## config.mk

```make
export PLATFORM = sky130hd
export DESIGN_NAME = port_deserializer_flat
export DESIGN_NICKNAME = d
export VERILOG_FILES = /design/src/rtl/port_deserializer_if.sv /design/src/rtl/port_deserializer.sv /design/src/flat_wrapper.sv
export SDC_FILE = /design/constraint.sdc
export NUM_CORES = 1
export LEC_CHECK = 0
export CAP_MARGIN = 10
export CORE_ASPECT_RATIO = 2
export CORE_MARGIN = 2
export CORE_UTILIZATION = 55
export CTS_CLUSTER_SIZE = 10
export DETAILED_ROUTE_END_ITERATION = 7
export GPL_TIMING_DRIVEN = 0
export PLACE_DENSITY = 0.84
export SLEW_MARGIN = 20
export SYNTH_ARGS = -nofsm -noshare
export SYNTH_HDL_FRONTEND = slang
export SYNTH_SLANG_ARGS = --single-unit
```

## constraint.sdc

```tcl
create_clock -name clk -period 3.67 [get_ports clk]
set_input_delay 1.101 -clock clk [delete_from_list [all_inputs] [get_ports clk]]
set_output_delay 1.101 -clock clk [all_outputs]
set_load 0.05 [all_outputs]
```

## src/rtl/port_deserializer_if.sv

```systemverilog
// ---------------------------------------------------------------------------
// port_deserializer_if
// Bundles the serial input stream, the per-port output handshake and the
// status signals of port_deserializer.
// master: stream/consumer side. slave: the deserializer itself.
// ---------------------------------------------------------------------------
interface port_deserializer_if #(
   parameter int NPORT = 4,
   parameter int PW    = 2,
   parameter int W     = 8
);
   logic [PW-1:0]      port_num;
   logic               ser_in;
   logic               ser_valid;
   logic               done;
   logic [NPORT-1:0]   out_ready;
   logic               ovf_clr;
   logic [NPORT*W-1:0] out_data;
   logic [NPORT-1:0]   out_valid;
   logic [NPORT-1:0]   overflow;
   logic               busy;

   modport master (
      output port_num, ser_in, ser_valid, done, out_ready, ovf_clr,
      input  out_data, out_valid, overflow, busy
   );

   modport slave (
      input  port_num, ser_in, ser_valid, done, out_ready, ovf_clr,
      output out_data, out_valid, overflow, busy
   );
endinterface

```

## src/rtl/port_deserializer.sv

```systemverilog
// ---------------------------------------------------------------------------
// port_deserializer
// Packs a routed serial stream MSB first into W-bit words and hands each word
// to the output port named at frame start. Every port has a one-entry holding
// register with valid/ready handshake and a sticky overflow flag.
// Optional feature macro: PORT_DESER_PARTIAL_FLUSH_EN
//   defined   -> a trailing partial word is left-aligned, zero-padded and
//                delivered through the FLUSH state
//   undefined -> a trailing partial word is discarded
// ---------------------------------------------------------------------------
module port_deserializer #(
   parameter int NPORT = 4,
   parameter int PW    = 2,
   parameter int W     = 8
) (
   input logic              clk,
   input logic              rst,
   port_deserializer_if.slave bus
);
   localparam int CW = $clog2(W);

   typedef enum logic [1:0] {ST_IDLE, ST_COLLECT, ST_FLUSH} state_t;

   state_t           r_state;
   state_t           w_next_state;
   logic [W-1:0]     r_sh;
   logic [W-1:0]     w_sh;
   logic [CW-1:0]    r_cnt;
   logic [CW-1:0]    w_cnt;
   logic [PW-1:0]    r_cur_port;
   logic [PW-1:0]    w_cur_port;
   logic             w_frame_end;
   logic             w_load;
   logic [W-1:0]     w_word;
   logic             r_busy;
   logic [W-1:0]     r_data [NPORT];
   logic [NPORT-1:0] r_valid;
   logic [NPORT-1:0] r_ovf;

   // Next-state, shift/count datapath and word-load request.
   always_comb begin
      // NOTE: every variable gets a default first so no path leaves it unassigned (no latch).
      w_next_state = r_state;
      w_sh         = r_sh;
      w_cnt        = r_cnt;
      w_cur_port   = r_cur_port;
      w_frame_end  = 1'b0;
      w_load       = 1'b0;
      w_word       = '0;
      case (r_state)
         ST_IDLE: begin
            // done without a valid bit is ignored while idle
            if (bus.ser_valid) begin
               w_cur_port   = bus.port_num;
               w_sh         = {r_sh[W-2:0], bus.ser_in};
               w_cnt        = CW'(1);
               w_next_state = ST_COLLECT;
               w_frame_end  = bus.done;
            end
         end
         ST_COLLECT: begin
            if (bus.ser_valid) begin
               w_sh = {r_sh[W-2:0], bus.ser_in};
               if (r_cnt == CW'(W - 1)) begin
                  w_cnt  = '0;
                  w_load = 1'b1;
                  w_word = w_sh;
               end else begin
                  w_cnt = r_cnt + 1'b1;
               end
            end
            // done with or without a final bit closes the frame
            w_frame_end = bus.done;
         end
         ST_FLUSH: begin
            // upper bits of r_sh are stale; the shift pushes them out
            w_load       = 1'b1;
            w_word       = r_sh << (W - int'(r_cnt));
            w_cnt        = '0;
            w_next_state = ST_IDLE;
         end
         default: w_next_state = ST_IDLE;
      endcase

      if (w_frame_end) begin
         if (w_cnt == '0) begin
            w_next_state = ST_IDLE;
         end else begin
`ifdef PORT_DESER_PARTIAL_FLUSH_EN
            w_next_state = ST_FLUSH;
`else
            w_next_state = ST_IDLE;
            w_cnt        = '0;
`endif
         end
      end
   end

   // FSM state, shift register, bit counter and registered busy flag.
   always_ff @(posedge clk or posedge rst) begin
      if (rst) begin
         r_state    <= ST_IDLE;
         r_sh       <= '0;
         r_cnt      <= '0;
         r_cur_port <= '0;
         r_busy     <= 1'b0;
      end else begin
         // NOTE: sequential state uses non-blocking assignments so all registers update together.
         r_state    <= w_next_state;
         r_sh       <= w_sh;
         r_cnt      <= w_cnt;
         r_cur_port <= w_cur_port;
         r_busy     <= (w_next_state != ST_IDLE);
      end
   end

   // Per-port holding registers: load, handshake drain and sticky overflow.
   always_ff @(posedge clk or posedge rst) begin
      if (rst) begin
         // NOTE: the holding array is reset because out_data must read zero after reset.
         for (int p = 0; p < NPORT; p++) r_data[p] <= '0;
         r_valid <= '0;
         r_ovf   <= '0;
      end else begin
         for (int p = 0; p < NPORT; p++) begin
            if (bus.ovf_clr) r_ovf[p] <= 1'b0;
            if (w_load && (r_cur_port == PW'(p))) begin
               if (r_valid[p] && !bus.out_ready[p]) begin
                  // held word wins, new word dropped; set overrides a same-cycle clear
                  r_ovf[p] <= 1'b1;
               end else begin
                  r_data[p]  <= w_word;
                  r_valid[p] <= 1'b1;
               end
            end else if (r_valid[p] && bus.out_ready[p]) begin
               r_valid[p] <= 1'b0;
            end
         end
      end
   end

   genvar g;
   for (g = 0; g < NPORT; g++) begin : g_out
      assign bus.out_data[g*W +: W] = r_data[g];
   end

   assign bus.out_valid = r_valid;
   assign bus.overflow  = r_ovf;
   assign bus.busy      = r_busy;
endmodule
```

## src/flat_wrapper.sv

```systemverilog
// flat-port wrapper written by rule: the top's interface ports become plain ports
module port_deserializer_flat 
#(
   parameter int NPORT = 4,
   parameter int PW    = 2,
   parameter int W     = 8
)
  (clk, rst, bus_port_num, bus_ser_in, bus_ser_valid, bus_done, bus_out_ready, bus_ovf_clr, bus_out_data, bus_out_valid, bus_overflow, bus_busy);
  port_deserializer_if #(.NPORT(NPORT), .PW(PW), .W(W)) bus_i ();
  input logic clk;
  input logic rst;
  input wire logic [$bits(bus_i.port_num)-1:0] bus_port_num;
  input wire logic [$bits(bus_i.ser_in)-1:0] bus_ser_in;
  input wire logic [$bits(bus_i.ser_valid)-1:0] bus_ser_valid;
  input wire logic [$bits(bus_i.done)-1:0] bus_done;
  input wire logic [$bits(bus_i.out_ready)-1:0] bus_out_ready;
  input wire logic [$bits(bus_i.ovf_clr)-1:0] bus_ovf_clr;
  output wire logic [$bits(bus_i.out_data)-1:0] bus_out_data;
  output wire logic [$bits(bus_i.out_valid)-1:0] bus_out_valid;
  output wire logic [$bits(bus_i.overflow)-1:0] bus_overflow;
  output wire logic [$bits(bus_i.busy)-1:0] bus_busy;
  assign bus_i.port_num = bus_port_num;
  assign bus_i.ser_in = bus_ser_in;
  assign bus_i.ser_valid = bus_ser_valid;
  assign bus_i.done = bus_done;
  assign bus_i.out_ready = bus_out_ready;
  assign bus_i.ovf_clr = bus_ovf_clr;
  assign bus_out_data = bus_i.out_data;
  assign bus_out_valid = bus_i.out_valid;
  assign bus_overflow = bus_i.overflow;
  assign bus_busy = bus_i.busy;
  port_deserializer #(.NPORT(NPORT), .PW(PW), .W(W)) u_core (.clk(clk), .rst(rst), .bus(bus_i));
endmodule
```

# Yosys cells after proc, flatten, opt, wreduce, memory -nomap -nowiden
# Cells that the tools add are included.
classes:
  n_addsub: 2
  eq_ne: 10
  shifts: 1
  mux: 41
  bitwise: 4
  n_reduce_logical: 35
ops:
  columns: ["op", "count"]
  rows:
  - ["$shl 8x32->8", 1]
  - ["$mux 1", 27]
  - ["$reduce_and 2->1", 10]
  - ["$mux 8", 2]
  - ["$pmux 8 s2", 1]
  - ["$mux 3", 5]
  - ["$logic_and 1x1->1", 12]
  - ["$reduce_bool 2->1", 5]
  - ["$pmux 3 s3", 1]
  - ["$ne 2x2->1 const B", 4]
  - ["$eq 2x2->1 const B", 3]
  - ["$sub 4x3->5 const A", 1]
  - ["$eq 2x1->1 const B", 2]
  - ["$logic_not 1->1", 4]
  - ["$logic_not 2->1", 2]
  - ["$mux 2", 2]
  - ["$not 1->1", 4]
  - ["$pmux 1 s2", 2]
  - ["$pmux 2 s2", 1]
  - ["$add 3x1->3 const B", 1]
  - ["$eq 3x3->1 const B", 1]
  - ["$logic_not 3->1", 1]
  - ["$reduce_or 2->1", 1]
totals:
  regBits: 56
  input_bits: 12
  output_inout_bits: 41
  word_cells: 107

# Depth between registers and ports, before layout
# Gate-level depths: netlist of the first run.
depth:
  word_depth: 7
  ltp_mapped: 10
  mapped_depth_nobuf: 7

# Least setup slack after synthesis of the first run
# Ideal clock, no wire load.
synth_path:
  path_kind: "input to register"
  from: "input bus_ser_valid"
  to: "register u_core.r_data (netlist bit u_core.bus.out_data[24])"
  setup_ns: 0.125
  arrival_ns: 2.215
  required_time_ns: 3.545
  path_slack_ns: 1.330
  stages: 7
  path_buffers: 2
  path_cell_list: "and3_4 > buf_6 > o21a_4 > nand3_2 > nor2b_2 > buf_6 > mux2_4"
synth_between:
  elab_chain_cells: 4
  word_cells_on_any_way: 6
  cone_classes: "mux (4); reduce/logical (2)"
synth_rtl:
  columns: ["element", "line_no", "text"]
  rows:
  - ["from (decl)", "flat_wrapper.sv:14", "input wire logic [$bits(bus_i.ser_valid)-1:0] bus_ser_valid;"]
  - ["$mux 1", "port_deserializer.sv:62", "if (bus.ser_valid) begin"]
  - ["$pmux 1 s2", "port_deserializer.sv:50", "case (r_state)"]
  - ["$logic_and 1x1->1", "port_deserializer.sv:127", "if (w_load && (r_cur_port == PW'(p))) begin"]
  - ["$reduce_and 2->1 (no source line)", null, null]
  - ["to (signal, indexed assignment)", "port_deserializer.sv:132", "r_data[p] <= w_word;"]
  - ["to (decl)", "port_deserializer.sv:36", "logic [W-1:0] r_data [NPORT];"]
# Parallel ways exist; a longest one is shown, timed or not.
# A chain may end at the register's enable or synchronous reset.

# Worst setup path in the final report of the first run
layout_path:
  from: "register u_core.r_data (netlist bit u_core.bus.out_data[15])"
  to: "output bus_out_data[15]"
layout_lines:
  columns: ["element", "line_no", "text"]
  rows:
  - ["to (decl)", "flat_wrapper.sv:18", "output wire logic [$bits(bus_i.out_data)-1:0] bus_out_data;"]
# No word-level cell between the ends.

==> summary.md, run 1 <==
| Metric | Value |
|---|---|
| Status | completed |
| Clock transition at path regs | around 0.090 ns |
| FF+latch count, synth | 56 |
| Cell count after synthesis | around 220 |
| Clk root buf | clkbuf_8 |
| GP Congestion | 0.781 |
| Post CTS Setup Buffer Count | 0 |
| Cts hold-fix bufs | 0 |
| GRT Residual Overflow | 0 |
| Crit path required time | ~2.6 ns |
| Tightest Pin Transition | about 0.73 ns |
| DIE AREA | 5660 µm² |
| Crit-path max FO | 2 |
| Antenna Diode Count | 0 |
| Global-route wire length before repair | 9540 µm |
| DR vias | 1842 |
| Setup violators final | 0 |
| Vias in the first global route | between 1500 and 2000 |
| H-Tree Depth | 2 |
| Hold Vio Cnt, Final | 0 |
| Post-detail-place hpwl | around 4300 µm |
| Iter 0 DRT Violations | 54 |
| Wire per inst | about 17 µm |
| Max incr delay on CP | between 0.8 and 0.9 ns |
| Min-delay worst type | register to register |
| Drt total wl | approximately 5800 µm |
| P&R area growth vs syn | 24.8% |
| TritonCTS clock tree | built |
| RSZ-0062 raised after global routing | false |
| Placeable Area | approximately 4900 µm² |
| Leading area contributor after synthesis | dfrtp_1 |
| Post-route minimum period | 2.66 ns |
| GRT Overall Usage | between 20% and 30% |
| CP Class | register to output pin |
| Synthesized area per cell | about 13 µm² |
| CP bufs+invs | 1 |
| # DRC | 0 |
| Row count | 36 |
| Post-synthesis sequential area ratio | around half |
| Area occupied by multi-input gates | between 1000 and 1500 µm² |
| Worst-path cell chain | clkdlybuf4s50_1 |
| PortBufs | 52 |
| First-pass DRT Iterations | 4 |
| Most frequent cells in the layout | dfrtp_1 (56), clkdlybuf4s50_1 (52), mux2_4 (24), mux2_2 (22), nand2_1 (20) |
| Slew Limit Headroom | between 50% and 60% |
| Critical path data arrival time | about 1.6 ns |
| Max clock buf depth | 2 |
| CTS buffer count | 5 |
| Post-Syn Area | 2770 µm² |
| Yosys top cell area share | between 50% and 60% |
| Most common cell after layout, fill and taps aside | dfrtp_1 |
| ANT nets after route | 0 |
| PostCTS Resize Cnt | 0 |
| FF/Latch Area | between 1000 and 1500 µm² |
| Crit-path leading delay family | buffers and inverters |
| Layout cell share with drive strength beyond 1 | around a quarter |
| Die Span X | around 54 µm |
| Max-slew violations | 0 |
| Layout fillers | approximately 340 |
| Lkg Pwr | between 1.5 and 2 nW |
| Pwr Total | approximately 0.0016 W |
| Largest cells by area after synthesis | dfrtp_1 (51%), mux2_4 (13%), mux2_2 (8.9%) |
| CP Launch Type | register |
| Post-layout util | 71.1% |
| Yosys cell types | 34 |
| Setup TNS | 0 ns |
| CP Capture Type | output pin |
| Clk sinks | 56 |
| Die Height | ~100 µm |
| Vias per Instance | 5.48 |
| Final net count | approximately 300 |
| Post-route clock period utilization | 72.5% |
| Max VDD drop | ~0.38 mV |
| Worst-Skew Late Latency | 0.30 ns |
| Ys Warns | 0 |
| Setup slack, reg-to-reg | roughly 1 ns |
| Clock Skew | around 0.006 ns |
| Synthesized net count | ~240 |
| Largest net degree at the start of global routing | between 50 and 60 |
| Antenna violations before repair | 0 |
| Ports | 53 |
| Number of max-cap violations | 0 |
| Initial core utilization | approximately 57% |
| CP max stage cell | clkdlybuf4s50_1 |
| FMAX | about 0.38 GHz |
| P per Cell Area | about 470 nW/µm² |
-- metrics by stage --
stage | worst slack, ns | instances | hold WS [ns] | cell area [µm²]
2_1_floorplan | 1.20 | 219 | 0.475 | 2770
3_3_place_gp | 0.271 | 328 | 0.489 | 3360
3_5_place_dp | 0.702 | 328 | 0.496 | 3370
4_1_cts | 1.00 | 336 | 0.518 | 3460
5_1_grt | 0.872 | 336 | 0.530 | 3460
6_report | 1.01 | 336 | 0.516 | 3460
-- worst paths after layout --
path	from	endpoint	cells past startpoint
worst max-delay path	u_core.bus.out_data[15]	bus_out_data[15]	1
worst min-delay path	u_core.bus.out_data[6]	u_core.bus.out_data[6]	1
worst max register to register	u_core.r_cnt[0]	u_core.bus.out_data[7]	8
worst min register to register	u_core.bus.out_data[6]	u_core.bus.out_data[6]	1
max in group asynchronous	rst	u_core.bus.out_data[5]	2
min in group asynchronous	rst	u_core.bus.overflow[3]	2
-- state kept, by name, indices dropped and copies added, names as in the netlist --
register	flops
u_core.bus.busy	1
u_core.bus.overflow	4
u_core.r_state	2
u_core.r_cnt	3
u_core.r_cur_port	2
u_core.bus.out_data	32
u_core.bus.out_valid	4
u_core.r_sh	8
-- area by class of cell --
cell class,instances,share of cell area [%]
timing repair buffer,52,15.0
tap,57,2.06
clock inverter,1,0.217
clock buffer,7,2.49
buffer,9,2.13
inverter,12,1.37
multi-input combinational,142,36.2
sequential,56,40.5
-- kinds of logic after synthesis --
kind of cell | count (synthesis) | share of synthesized area [%]
DFF | 56 | 50.5
muxes | 51 | 23.7
AOI/OAI and AO/OA | 31 | 7.31
adders and majority gates | 8 | 3.61
buffers and inverters | 21 | 4.29
and+or+nand+nor | 52 | 10.5
-- layer usage --
layer,vias to the layer above,track usage (%),part of all wire (%)
met4,0,8.57,1.9
met3,8,2.73,3.1
met2,49,41.1,58
met5,-,0,0
li1,874,-,-
met1,911,26.2,37
-- Yosys cell counts (all sizes together) --
library cell and n:
ha 8, clkbuf 2, a21oi 7, a211oi 1, o21ba 1, o211ai 1, nor2b 4, a32oi 1
buf 7, mux2i 5, inv 12, nand3b 3, o221ai 3, nor2 12, dfrtp 56, a22oi 1
a32o 1, o21a 1, nand2b 5, and3 2, nand2 20, or2 2, o22ai 4, mux2 46
nor3 1, o21ai 10, nand3 3
-- power by group --
group	total, W	switching [W]	internal, W
Combinational	0.000522	0.000274	0.000247
Clock	0.000339	0.000185	0.000154
Sequential	0.000780	0.0000910	0.000689
Total	0.00164	0.000551	0.00109
Note: power is estimated with default switching activity, not from simulation.
==> run 2: changes to the inputs <==
--- a/config.mk
+++ b/config.mk
@@ -8,11 +8,11 @@
 export CAP_MARGIN = 10
 export CORE_ASPECT_RATIO = 2
 export CORE_MARGIN = 2
-export CORE_UTILIZATION = 55
+export CORE_UTILIZATION = 52
 export CTS_CLUSTER_SIZE = 10
 export DETAILED_ROUTE_END_ITERATION = 7
 export GPL_TIMING_DRIVEN = 0
-export PLACE_DENSITY = 0.84
+export PLACE_DENSITY = 0.8
 export SLEW_MARGIN = 20
 export SYNTH_ARGS = -nofsm -noshare
 export SYNTH_HDL_FRONTEND = slang
==> constraint.sdc (replaced) <==
create_clock -name clk -period 2.5 [get_ports clk]
set_input_delay 0.75 -clock clk [delete_from_list [all_inputs] [get_ports clk]]
set_output_delay 0.75 -clock clk [all_outputs]
set_load 0.05 [all_outputs]
==> run 2 against run 1 <==
Compared with the run above: non-clock buffer count increased by 1; clock-buffer cell count decreased by 2; critical path type is now register to register; cell count increased by 0.60%; highest routed layer unchanged; clock power increased by 47%.
==> summary.md, run 2 (synthesis gave the netlist of run 1 again) <==
| Metric | Value |
|---|---|
| Max reg flops | 32 |
| CP Class | register to register |
| Final net count | roughly 300 |
| Setup violators final | 0 |
| Design area | about 3500 µm² |
| CP Capture Type | register |
| Hold Vio Cnt, Final | 0 |
| PortBufs | between 50 and 60 |
| Min-delay worst type | register to register |
| Antenna violations before repair | 0 |
| Layout fillers | between 300 and 400 |
| Most frequent cells in the layout | dfrtp_1 (56), clkdlybuf4s50_1 (52), mux2_4 (24), mux2_2 (22), nand2_1 (20) |
| Max clock buf depth | 2 |
| Die Span X | 55.6 µm |
| Crit-path max FO | 10 |
| Ports | between 50 and 60 |
| Place WS | -0.0905 ns |
| Drt total wl | around 5400 µm |
| Setup WS post-layout | about 0.14 ns |
| TritonCTS clock tree | built |
| Post-layout util | approximately 68% |
| ANT nets after route | 0 |
| Worst-Skew Late Latency | roughly 0.31 ns |
| Crit path required time | roughly 2.7 ns |
| GRT Overall Usage | a little under a fifth |
| Busiest metal layer after global routing | met2 |
| Crit path capture | u_core.bus.out_data[5] |
| Clk root buf | clkbuf_8 |
| Post-detail-place hpwl | about 4200 µm |
| Vias per Instance | about 5.5 |
| P per Cell Area | between 600 and 700 nW/µm² |
| RSZ-0062 raised after global routing | false |
| Iter 0 DRT Violations | between 40 and 50 |
| Initial core utilization | a little over half |
| Setup slack, reg-to-reg | around 0.14 ns |
| Layout cell share with drive strength beyond 1 | a little over a quarter |
| Tightest Pin Transition | 0.683 ns |
| Row count | 37 |
| Clk sinks | 56 |
| Vias in the first global route | 1858 |
| Slew Limit Headroom | 54.1% |
| GRT Residual Overflow | 0 |
| Worst reg2reg path startpoint | u_core.r_cnt[0] |
| CTS buffer count | 5 |
| FMAX | 0.424 GHz |
| DIE AREA | around 6000 µm² |
| Max VDD drop | about 0.58 mV |
| Post-route clock period utilization | a little over nine tenths |
| GR Util met1 | 21.7% |
| Clock Skew | between 0.009 and 0.01 ns |
| Global-route wire length before repair | between 8000 and 9000 µm |
| M2 GR Usage | 36.1% |
| Clock transition at path regs | between 0.1 and 0.15 ns |
| First-pass DRT Iterations | 4 |
| Number of max-cap violations | 0 |
| Largest net degree at the start of global routing | 57 |
| RR Endpoint | u_core.bus.out_data[5] |
| Hold Slack | just over 0.5 ns |
| Max-slew violations | 0 |
| Placeable Area | between 5000 and 6000 µm² |
| Status | completed |
| Lkg Pwr | roughly 1.6 nW |
| Post-route minimum period | roughly 2.4 ns |
| GR Util met3 | under 10% |
| DR vias | 1871 |
| Setup TNS | 0 ns |
| Worst Setup SP | u_core.r_cnt[0] |
| GP Congestion | a little under 0.8 |
| Area after DPL | 3370 µm² |
| CP Launch Type | register |
| Wire per inst | ~16 µm |
| H-Tree Depth | 2 |
| # DRC | 0 |
| Die Height | 107 µm |
| Antenna Diode Count | 0 |
| FF-to-FF path depth | 8 |
| Most common cell after layout, fill and taps aside | dfrtp_1 |
| Critical path data arrival time | 2.56 ns |
| Cts hold-fix bufs | 0 |
| P&R area growth vs syn | 25.5% |
==> run 2: changes by cell type in the layout (fill, tap and decap cells not counted) <==
| cell | previous run | this run |
|---|---|---|
| clkbuf_4 | 0 | 1 |
| buf_4 | 0 | 2 |
| clkinvlp_4 | 1 | 2 |
| clkbuf_8 | 6 | 5 |
| o221ai_2 | 0 | 1 |
| buf_2 | 2 | 0 |
| clkbuf_1 | 3 | 2 |
| o221ai_1 | 3 | 2 |
| clkinv_4 | 0 | 1 |
==> run 2: how the worst min path moves through the flow <==
stage                                 startpoint                      to  slack, ns  depth (start not counted)
after global routing              u_core.r_sh[7]          u_core.r_sh[7]       0.53                          1
after CTS                 u_core.bus.out_data[7]  u_core.bus.out_data[7]       0.51                          1
after detailed placement  u_core.bus.out_data[7]  u_core.bus.out_data[7]       0.49                          1
after global placement    u_core.bus.out_data[4]  u_core.bus.out_data[4]       0.49                          1
after floorplan                   u_core.r_sh[7]          u_core.r_sh[7]       0.48                          1
final                             u_core.r_sh[7]          u_core.r_sh[7]       0.51                          1
==> run 2: per-stage QoR <==
stage	power (W)	cells
2_1_floorplan	0.00174	219
3_3_place_gp	0.00189	329
3_5_place_dp	0.00191	329
4_1_cts	0.00240	337
5_1_grt	0.00258	338
6_report	0.00242	338
==> run 2: routing by layer <==
metal | vias to the layer above | part of all wire [%]
li1 | 877 | -
met1 | 937 | 38
met2 | 49 | 58
met3 | 8 | 2.4
met4 | 0 | 1.6
met5 | - | 0
==> run 2: cell type report <==
type / instances / area [µm²] / share of cell area, %
sequential: 56 / 1400 / 40.3
multi-input combinational: 142 / 1260 / 36.2
timing repair buffer: 53 / 528 / 15.2
buffer: 9 / 78.8 / 2.27
tap: 58 / 72.6 / 2.09
clock buffer: 5 / 68.8 / 1.98
inverter: 12 / 47.5 / 1.37
clock inverter: 3 / 23.8 / 0.683
==> run 2: worst max-delay path, stage by stage, from the launching register on <==
cell and delay [ns]:
dfrtp_1 0.36, buf_4 0.17, inv_1 0.14, ha_1 0.30, clkbuf_4 0.21, mux2_2 0.37, a21oi_1 0.15, o221ai_1 0.23
mux2_2 0.33
==> run 2: timing repair <==
item,in CTS,in global routing
setup buffers,0,1
endpoints found under the setup margin,12,24
resized for setup,1,2
==> run 2: power by group <==
| group | internal, W | total [W] | switching, W |
|---|---|---|---|
| clock | 0.000199 | 0.000499 | 0.000300 |
| sequential | 0.00101 | 0.00114 | 0.000125 |
| combinational | 0.000383 | 0.000789 | 0.000406 |
